===== src/rtl/booth_mult_pkg.sv =====
// Shared definitions for the Booth multiplier: FSM states, Booth op codes and
// the recoding helper used by the datapath.
package booth_mult_pkg;

    localparam int DEF_WIDTH = 8;

    typedef enum logic [1:0] {
        ST_IDLE = 2'd0,
        ST_CALC = 2'd1,
        ST_DONE = 2'd2
    } state_t;

    typedef enum logic [1:0] {
        BOOTH_NOP = 2'd0,
        BOOTH_ADD = 2'd1,
        BOOTH_SUB = 2'd2
    } booth_op_t;

    // Radix-2 recoding of {Q[0], q_1}: 01 adds M, 10 subtracts M.
    function automatic booth_op_t booth_decode(input logic [1:0] bits);
        case (bits)
            2'b01:   return BOOTH_ADD;
            2'b10:   return BOOTH_SUB;
            default: return BOOTH_NOP;
        endcase
    endfunction

endpackage


===== src/rtl/rca.sv =====
// Ripple-carry adder from the adder library; carry chain kept in a local
// variable so the chain is a single combinational pass.
module rca #(
    parameter int WIDTH = 8
) (
    input  logic [WIDTH-1:0] a,
    input  logic [WIDTH-1:0] b,
    input  logic             cin,
    output logic [WIDTH-1:0] sum
);

    logic carry;

    always_comb begin
        carry = cin;
        sum   = '0;
        for (int i = 0; i < WIDTH; i++) begin
            sum[i] = a[i] ^ b[i] ^ carry;
            carry  = (a[i] & b[i]) | (carry & (a[i] ^ b[i]));
        end
    end

endmodule


===== src/rtl/booth_mult.sv =====
// Sequential radix-2 Booth signed multiplier, WIDTH x WIDTH -> 2*WIDTH, one
// add/sub-and-shift per cycle with valid/ready handshakes on both sides.
module booth_mult
    import booth_mult_pkg::*;
#(
    parameter int WIDTH = DEF_WIDTH
) (
    input  logic               clk,
    input  logic               rst,
    input  logic               in_valid,
    output logic               in_ready,
    input  logic [WIDTH-1:0]   a,
    input  logic [WIDTH-1:0]   b,
    output logic               out_valid,
    input  logic               out_ready,
    output logic [2*WIDTH-1:0] product
);

    localparam int CW = $clog2(WIDTH + 1);

    state_t           state, state_nxt;
    logic [WIDTH:0]   m_r, a_r, add_b, sum, a_op, a_sh;
    logic [WIDTH-1:0] q_r, q_sh;
    logic             q_1;
    logic [CW-1:0]    count;
    booth_op_t        op;
    logic             sub, accept, last;

    // A is one bit wider than the operands so A - M cannot overflow at M = -2^(WIDTH-1).
    assign op    = booth_decode({q_r[0], q_1});
    assign sub   = (op == BOOTH_SUB);
    assign add_b = sub ? ~m_r : m_r;

    rca #(.WIDTH(WIDTH + 1)) u_rca (
        .a   (a_r),
        .b   (add_b),
        .cin (sub),
        .sum (sum)
    );

    assign a_op   = (op == BOOTH_NOP) ? a_r : sum;
    assign a_sh   = {a_op[WIDTH], a_op[WIDTH:1]};
    assign q_sh   = {a_op[0], q_r[WIDTH-1:1]};
    assign accept = in_valid & in_ready;
    assign last   = (state == ST_CALC) && (count == CW'(1));

    always_ff @(posedge clk or posedge rst) begin
        if (rst) state <= ST_IDLE;
        else     state <= state_nxt;
    end

    always_comb begin
        state_nxt = state;
        case (state)
            ST_IDLE: if (accept)    state_nxt = ST_CALC;
            ST_CALC: if (last)      state_nxt = ST_DONE;
            ST_DONE: if (out_ready) state_nxt = ST_IDLE;
            default:                state_nxt = ST_IDLE;
        endcase
    end

    always_comb begin
        in_ready  = (state == ST_IDLE) && !rst;
        out_valid = (state == ST_DONE);
    end

    always_ff @(posedge clk or posedge rst) begin
        if (rst) begin
            m_r     <= '0;
            a_r     <= '0;
            q_r     <= '0;
            q_1     <= 1'b0;
            count   <= '0;
            product <= '0;
        end else if (accept) begin
            m_r   <= {a[WIDTH-1], a};
            a_r   <= '0;
            q_r   <= b;
            q_1   <= 1'b0;
            count <= CW'(WIDTH);
        end else if (state == ST_CALC) begin
            a_r   <= a_sh;
            q_r   <= q_sh;
            q_1   <= q_r[0];
            count <= count - CW'(1);
            if (last) product <= {a_sh[WIDTH-1:0], q_sh};
        end
    end

endmodule


===== config.mk =====
export PLATFORM = sky130hd
export DESIGN_NAME = booth_mult
export DESIGN_NICKNAME = d
export VERILOG_FILES = /design/src/rtl/booth_mult_pkg.sv /design/src/rtl/rca.sv /design/src/rtl/booth_mult.sv
export SDC_FILE = /design/constraint.sdc
export NUM_CORES = 1
export LEC_CHECK = 0
export ABC_AREA = 0
export ABC_CLOCK_PERIOD_IN_PS = 7170
export CAP_MARGIN = 20
export CORE_AREA = 2 2 86 88
export CTS_CLUSTER_SIZE = 14
export DETAILED_ROUTE_END_ITERATION = 12
export DIE_AREA = 0 0 88 90
export GPL_TIMING_DRIVEN = 0
export MAX_ROUTING_LAYER = met4
export SKIP_CTS_REPAIR_TIMING = 1
export SLEW_MARGIN = 20
export SYNTH_ARGS = -nofsm -noshare
export SYNTH_HDL_FRONTEND = slang
export SYNTH_HIERARCHICAL = 1
export SYNTH_SLANG_ARGS = --single-unit

===== constraint.sdc =====
create_clock -name clk -period 7.17 [get_ports clk]
set_clock_uncertainty 0.15 [all_clocks]
set_input_delay 1.7925 -clock clk [delete_from_list [all_inputs] [get_ports clk]]
set_output_delay 1.7925 -clock clk [all_outputs]
set_load 0.01 [all_outputs]

Yosys cells after proc, flatten, opt, wreduce, memory -nomap -nowiden

Index checks and enable logic that the tools add are counted.

Add/sub/neg operators: 1
Multiply operators: 0
Divide/modulo/power cells: 0
Magnitude comparators: 0
Eq/ne operators: 9
Shifts and indexed selects: 0
Mux-type cells: 15
Bitwise logic cells: 45
Reduce and logical (&&, ||, !) cells: 8

Operators with widths:

| cell                | number |
|---|---|
| $mux 9              | 4 |
| $xor 1x1->1         | 18 |
| $and 1x1->1         | 17 |
| $mux 8              | 2 |
| $not 9->9           | 1 |
| $mux 4              | 2 |
| $or 1x1->1          | 8 |
| $eq 2x2->1 const B  | 3 |
| $mux 2              | 3 |
| $pmux 2 s3          | 1 |
| $reduce_and 3->1    | 2 |
| $eq 2x1->1 const B  | 2 |
| $eq 4x1->1 const B  | 1 |
| $logic_not 2->1     | 2 |
| $ne 2x2->1 const B  | 2 |
| $pmux 2 s2          | 1 |
| $sub 4x1->4 const B | 1 |
| $logic_and 1x1->1   | 2 |
| $mux 1              | 2 |
| $ne 2x1->1 const B  | 1 |
| $reduce_bool 2->1   | 1 |
| $logic_not 1->1     | 1 |
| $not 1->1           | 1 |

Bits in registers: 48
Latch bits: 0
Memory bits (writable): 0
Bits in read-only memories: 0
Input bits: 20
Output and inout bits: 18
Logic and storage cells: 85
Memories kept: 0

Longest topological paths before layout

Gate-level depths: netlist of run 1.

Word-level depth: 25
Gate-level depth with buffers: 18
Depth with buffers taken out: 17

Cells and area by module

Netlist of run 1, hierarchy kept.

By module, submodules not included:

| module     | instances | cells an instance | area an instance (µm²) | seq. area each (µm²) |
|---|---|---|---|---|
| booth_mult | 1         | 169               | 2175.8                 | 1176.1 |
| rca        | 1         | 14                | 202.7                  | 0.0 |

Worst setup path before layout of run 1

OpenSTA, ideal clock, no wires.

Path type: reg2reg
From: register q_1
To: register a_r[7]
Library setup time: 118 ps
Arrival time: 4608 ps
Required time: 6902 ps
Setup slack: 2294 ps
Cell stages (with the launch flop): 19
Buffers on the path: 1
Clock period less this slack: 4876 ps
Path through: dfrtp_1 inv_1 ha_1 clkbuf_1 xor2_1 fa_1 inv_1 fa_1 inv_1 fa_1 fa_1 fa_1 fa_1 fa_1 fa_1 xor3_1 nand2b_1 a21oi_1 a21o_1

Longest elaborated chain between the ends: 25
Elaborated cells between the ends (all ways): 43
Classes of those cells: eq/ne: 3; mux: 5; bitwise: 34; reduce/logical: 1

RTL lines:

| item                                     | line                 | source |
|---|---|---|
| start, declared                          | booth_mult.sv:24     | `logic q_1;` |
| start signal, assigned                   | booth_mult.sv:84     | `q_1 <= q_r[0];` |
| $eq 2x2->1 or $eq 2x1->1 (tied branches) | booth_mult_pkg.sv:21 | `case (bits)` |
| $pmux 2 s2 *                             | booth_mult_pkg.sv:21 |  |
| $eq 2x2->1 *                             | booth_mult.sv:31     | `assign sub = (op == BOOTH_SUB);` |
| net sub                                  | booth_mult.sv:27     | `logic sub, accept, last;` |
| $mux 9 *                                 | booth_mult.sv:32     | `assign add_b = sub ? ~m_r : m_r;` |
| net add_b[0]                             | booth_mult.sv:22     | `logic [WIDTH:0] m_r, a_r, add_b, sum, a_op, a_sh;` |
| $xor 1x1->1                              | rca.sv:19            | `carry = (a[i] & b[i]) \| (carry & (a[i] ^ b[i]));` |
| $and 1x1->1                              | rca.sv:19            |  |
| (+12 left out)                           | --                   |  |
| $or 1x1->1 *                             | rca.sv:19            |  |
| $and 1x1->1 *                            | rca.sv:19            |  |
| $or 1x1->1 *                             | rca.sv:19            |  |
| $xor 1x1->1 *                            | rca.sv:18            | `sum[i] = a[i] ^ b[i] ^ carry;` |
| net sum[8]                               | booth_mult.sv:22     |  |
| $mux 9 *                                 | booth_mult.sv:41     | `assign a_op = (op == BOOTH_NOP) ? a_r : sum;` |
| $mux 9 *                                 | booth_mult.sv:81     | `end else if (state == ST_CALC) begin` |
| $mux 9 *                                 | booth_mult.sv:75     | `end else if (accept) begin` |
| end signal, assigned                     | booth_mult.sv:82     | `a_r <= a_sh;` |
| end, declared                            | booth_mult.sv:22     |  |

The timed path passes the listed nets; every way through them passes the cells marked *. The select of a mux whose other input is x is not followed.
A chain may end at the register's enable or synchronous reset.

Final worst setup path of run 1

Ends and elaborated chain as after synthesis.

==> run_results.csv, run 1 <==
group,metric,value,unit
run_status,status,"completed",
final_layout,layout_commonest_cell,"dfrtp_1",
cts,cts_buffer_depth,2,
placement,gp_congestion,0.721,
cts,clock-root-buffer,"clkbuf_8",
yosys,yosysWarnings,6,
setup_path,crit_arrival,5.37,ns
global_route,grt_max_degree,28,
routing,num_vias,1507,
routing,routed_wirelength,4.70,mm
routing,postRouteAntennaNets,0,
routing,firstDrtPassIters,4,
yosys,muxShareOfSynthArea,16.9,%
floorplanning,start_util,33.9,%
setup_path,cp-start-kind,"flop",
yosys,synth_top_family_by_area,"multiplexers",
flow_run,maxCapViolCount,0,
setup_path,cp_max_fo,8,
final_layout,final_cell_mix,"dfrtp_1 (47), clkdlybuf4s50_1 (37), mux2_2 (21), nand2_1 (16)",
yosys,synth_top_cell_area_share,49.4,%
yosys,ys_seq_elements,47,
floorplanning,dieArea,0.00792,sq mm
sta,tightest_slew,0.634,ns
yosys,synthCells,183,
sta,grt_setup_unrepaired,"false",
global_route,grt_pass1_vias,1517,
floorplanning,fp.dieW,88,microns
setup_path,crit_top_cell,"fa_1",
sta,hold_viol,0,
yosys,synth_fa_ha_area_share,8.31,%
cts,clk_pin_slew,0.10,ns
placement,hpwl,3.23,mm
final_layout,stdcell_area,0.00299,sq mm
yosys,synth_xor_area_share,4.31,%
yosys,synth.avg_cell_area,13.0,sq um
min_path,hp-class,"reg -> reg",
sta,maxSlewViolCount,0,
final_layout,drive_above_1_share,22.7,%
global_route,antenna_found_initial,0,
setup_path,path_class,"reg -> reg",
pwr,p_per_area,492,mW/mm^2
cts,cts_tree,"done",
sta,period_share,74.1,%
setup_path,path_cells,"inv_1, ha_1, clkbuf_1, xor2_1, fa_1, inv_1, fa_1, inv_1, fa_1, fa_1, fa_1, fa_1, fa_1, fa_1, xor3_1, nand2b_1, a21oi_1, a21o_1",
routing,wl_per_cell,14.3,microns
floorplanning,die_h,90,microns
pwr,leakage,1.40,nW
global_route,overflow,0,
final_layout,seqCellArea,0.00118,sq mm
floorplanning,core,0.00702,sq mm
cts,clock-sinks,47,
sta,clock.fmax,188,MHz
setup_path,slowest_delay,0.49,ns
pwr,ir_worst_vdd,179,uV
floorplanning,rows,31,
routing,drt_iter0_drc,108,
yosys,synth_compound_area_share,9.26,%
yosys,syn_nets,214,
yosys,synth.area.top_cells,"dfrtp_1 (49%), mux2_2 (9.9%), fa_1 (6.7%)",
yosys,synthSimpleGateAreaFrac,7.52,%
yosys,synth_edf_count,0,
placement,port_buffers,37,
setup_path,end_kind,"flop",
yosys,seq_area_frac_synth,49.4,%
final_layout,diodes,0,
sta,fin_tns_setup,0,ns
routing,post-route-drc-count,0,
final_layout,multi_input_area,0.00110,sq mm
sta,setup_viol,0,
cts,clock_insertion_delay_worst_skew,0.31,ns
sta,fin_crit,5.31,ns
setup_path,reg2reg_depth,18,
final_layout,final_core_util,42.6,%
placement,place_area,0.00290,sq mm
final_layout,fin_nets,259,
setup_path,required,7.22,ns
setup_path,crit_slowest_cell,"clkbuf_1",
yosys,synth_area,0.00238,sq mm
cts,htreeDepth,2,
floorplanning,io_pins,38,
final_layout,fillers,689,
yosys,async_flop_share,100,%
min_path,hold_depth,1,
pwr,finalPower,1.47,mW
final_layout,area_growth,25.7,%
global_route,grt_pass1_wl,7.85,mm
cts,cts_made_buffers,5,
yosys,synth_top_area_cell,"dfrtp_1",
yosys,synth_flop_cell,"dfrtp_1",
sta,slew_headroom,57.7,%
yosys,ys_types,35,
routing,drt-vias-per-instance,4.59,
global_route,grt_use_total,13.2,%
[cell type report]
| cell class | instances | area share, % |
|---|---|---|
| Clock inverter | 3 | 0.670 |
| Sequential cell | 47 | 39.3 |
| Timing Repair Buffer | 38 | 13.3 |
| Inverter | 10 | 1.26 |
| Buffer | 10 | 2.13 |
| Multi-Input combinational cell | 116 | 36.8 |
| Tap cell | 99 | 4.14 |
| Clock buffer | 5 | 2.30 |
[per-stage QoR]
stage          worst slack [ns]  std cells  hold slack, ns
3_5_place_dp               1.86        320           0.343
2_1_floorplan              2.29        183           0.322
4_1_cts                    1.82        328           0.371
6_report                   1.86        328           0.366
5_1_grt                    1.54        328           0.379
3_3_place_gp               1.93        319           0.339
[state kept, by name, summed over array words and instances, names as in the netlist]
name     count
product     16
a_r          8
m_r          8
q_r          8
count        4
state        2
q_1          1
[where the power goes]
group | leakage (nW) | internal [mW] | switching, mW
logic | 0.778 | 0.445 | 0.367
clock network | 0.0402 | 0.0681 | 0.0976
registers | 0.582 | 0.394 | 0.0992
total | 1.40 | 0.907 | 0.564
[logic make-up after synthesis]
group           Yosys count
xor+xnor                 10
simple gates             30
mux                      33
fa+ha+maj                11
buf+inv                  20
flops                    47
compound gates           32
[routing by layer]
layer	routed length, microns	part of all wire [%]	global-route usage (%)	vias to the layer above
li1	-	-	-	713
met1	2220	47	18.5	756
met2	2250	48	19.1	31
met3	162	3.4	3.03	7
met4	75	1.6	4.23	0
met5	0	0	-	-
[synth_stat cells, types with 2 or more instances]
library cell / number
buf_2: 3
inv_1: 10
nand2b_1: 2
dfrtp_1: 47
buf_4: 2
buf_6: 2
fa_1: 8
clkbuf_1: 3
mux2i_1: 3
o21ai_0: 8
a21oi_1: 3
mux2_2: 21
mux2_4: 9
ha_1: 3
nor2_1: 3
nand2_1: 16
a22o_1: 7
xor2_1: 9
a21o_1: 8
[path summary, 6_finish.rpt]
path                             from         end  slack (ns)
min in group asynchronous         rst    state[0]        1.85
min reg2reg                product[7]  product[7]        0.37
max                               q_1      a_r[7]        1.86
min                        product[7]  product[7]        0.37
max in group asynchronous         rst      a_r[1]        4.50
max reg2reg                       q_1      a_r[7]        1.86
[critical path, delay by kind of cell (launching register included)]
kind,cells,cell delay [ns]
compound gates,2,0.24
simple gates,1,0.10
xor+xnor,2,0.54
fa+ha+maj,9,3.11
buf+inv,4,0.69
flops,1,0.37
(Power assumes the default switching activity.)
==> run 2, diff against run 1 <==
Settings changed: ABC_CLOCK_PERIOD_IN_PS 7170 to 5100.
Clock period 7.17 ns to 5.1 ns, I/O delays scaled along.
==> run_results.csv, run 2 (synthesized netlist as in run 1, its figures left out) <==
group,metric,value,unit
run_status,status,"completed",
sta,maxSlewViolCount,0,
setup_path,path_cells,"ha_2, buf_4, xor2_1, fa_1, inv_1, fa_1, inv_1, fa_1, fa_1, fa_2, fa_2, fa_1, fa_1, xor3_1, nand2b_1, a21oi_1, a21o_1",
global_route,grt_max_degree,28,
final_layout,multi_input_area,0.00111,sq mm
setup_path,cp_max_fo,8,
sta,fin_crit,4.91,ns
sta,period_share,96.3,%
sta,hold_viol,0,
setup_path,crit_slowest_cell,"fa_1",
sta,worst_slack,0.189,ns
cts,cts_buffer_depth,2,
setup_path,path_class,"reg -> reg",
sta,setup_viol,0,
final_layout,drive_above_1_share,24.8,%
final_layout,fillers,686,
final_layout,layout_commonest_cell,"dfrtp_1",
cts,cts_made_buffers,5,
final_layout,seqCellArea,0.00118,sq mm
final_layout,final_cell_mix,"dfrtp_1 (47), clkdlybuf4s50_1 (37), mux2_2 (21), nand2_1 (16)",
routing,drt-vias-per-instance,4.61,
placement,gp_congestion,0.721,
pwr,p_per_area,698,mW/mm^2
setup_path,r2r_slack,0.19,ns
global_route,grt_use_total,13.2,%
routing,post-route-drc-count,0,
pwr,ir_worst_vdd,266,uV
placement,port_buffers,37,
setup_path,worst-path-buf-inv,3,
sta,slew_headroom,57.5,%
global_route,grt_pass1_vias,1517,
setup_path,cp_top_family,"adder cells",
routing,firstDrtPassIters,4,
floorplanning,fp.dieW,88,microns
floorplanning,rows,31,
final_layout,area_growth,26.5,%
sta,hold_slack,0.366,ns
cts,cts_tree,"done",
setup_path,crit_top_cell,"fa_1",
routing,drt_iter0_drc,114,
cts,clock-sinks,47,
floorplanning,start_util,33.9,%
placement,place_ws,-0.209,ns
routing,wl_per_cell,14.5,microns
final_layout,stdcell_area,0.00301,sq mm
final_layout,top_register,"product",
global_route,grt_pass1_wl,7.85,mm
setup_path,r2r_start,"q_r[0]",
pwr,leakage,1.41,nW
floorplanning,io_pins,38,
placement,place_area,0.00290,sq mm
final_layout,fin_nets,260,
global_route,overflow,0,
setup_path,crit_arrival,4.97,ns
routing,postRouteAntennaNets,0,
min_path,min_from,"product[7]",
min_path,hold_depth,1,
cts,clk_pin_slew,0.10,ns
setup_path,cp-start-kind,"flop",
setup_path,reg2reg_depth,17,
flow_run,maxCapViolCount,0,
sta,tightest_slew,0.636,ns
sta,clock.fmax,204,MHz
setup_path,cp_num_cells,17,
final_layout,diodes,0,
cts,clock_insertion_delay_worst_skew,0.31,ns
final_layout,largest_register_ffs,16,
setup_path,required,5.15,ns
floorplanning,dieArea,0.00792,sq mm
global_route,antenna_found_initial,0,
min_path,hold_end,"product[7]",
floorplanning,die_h,90,microns
routing,num_vias,1518,
cts,clock-root-buffer,"clkbuf_8",
floorplanning,core,0.00702,sq mm
placement,hpwl,3.23,mm
routing,routed_wirelength,4.77,mm
min_path,hp-class,"reg -> reg",
setup_path,slowest_delay,0.42,ns
setup_path,end_kind,"flop",
setup_path,rr_endpoint,"a_r[7]",
cts,htreeDepth,2,
==> run 2: cell types whose count changed in the layout (fill, tap and decap cells not counted), sizes merged <==
cell	change
clkbuf	-1
buf	+2
==> run 2: power by group <==
part	leakage (nW)	total [mW]	internal, mW	switching, mW
clock	0.0402	0.233	0.0957	0.137
sequential	0.582	0.694	0.553	0.141
combinational	0.783	1.17	0.645	0.528
==> run 2: worst register-to-register path: cells and delay by family, from the launching register on <==
kind            cells  cell delay, ns
compound gates      2            0.24
xor+xnor            2            0.55
fa+ha+maj           9            3.04
buf+inv             3            0.32
flops               1            0.41
simple gates        1            0.10
==> run 2: layout make-up <==
type / count / area share, %
Sequential cell: 47 / 39.1
Multi-Input combinational cell: 116 / 36.9
Timing Repair Buffer: 39 / 13.5
Tap cell: 99 / 4.12
Clock buffer: 5 / 2.29
Buffer: 10 / 2.25
Inverter: 10 / 1.25
Clock inverter: 3 / 0.666
==> run 2: worst max-delay path by stage <==
stage / startpoint / to / slack, ns
detailed placement: q_1 / a_r[7] / -0.21
CTS: q_1 / a_r[7] / -0.25
global placement: q_1 / a_r[7] / -0.14
floorplan: q_1 / a_r[7] / 0.22
finish: q_r[0] / a_r[7] / 0.19
global route: q_r[0] / a_r[7] / -0.01
==> run 2: per-stage QoR <==
stage / cells / util, % / total power, mW / TNS [ns]
after detailed placement: 320 / 41.3 / 1.85 / -0.347
after global routing: 329 / 42.8 / 2.29 / -0.0127
final: 329 / 42.8 / 2.10 / 0
after global placement: 319 / 40.9 / 1.81 / -0.226
after floorplan: 183 / - / 1.51 / 0
after CTS: 328 / 42.6 / 2.09 / -0.463
==> run 2: layer usage <==
metal	global-route usage (%)	routed length, microns	vias up
met5	-	0	-
met4	4.23	75	0
met3	3.03	162	7
met2	19.1	2290	31
met1	18.5	2240	764
li1	-	-	716
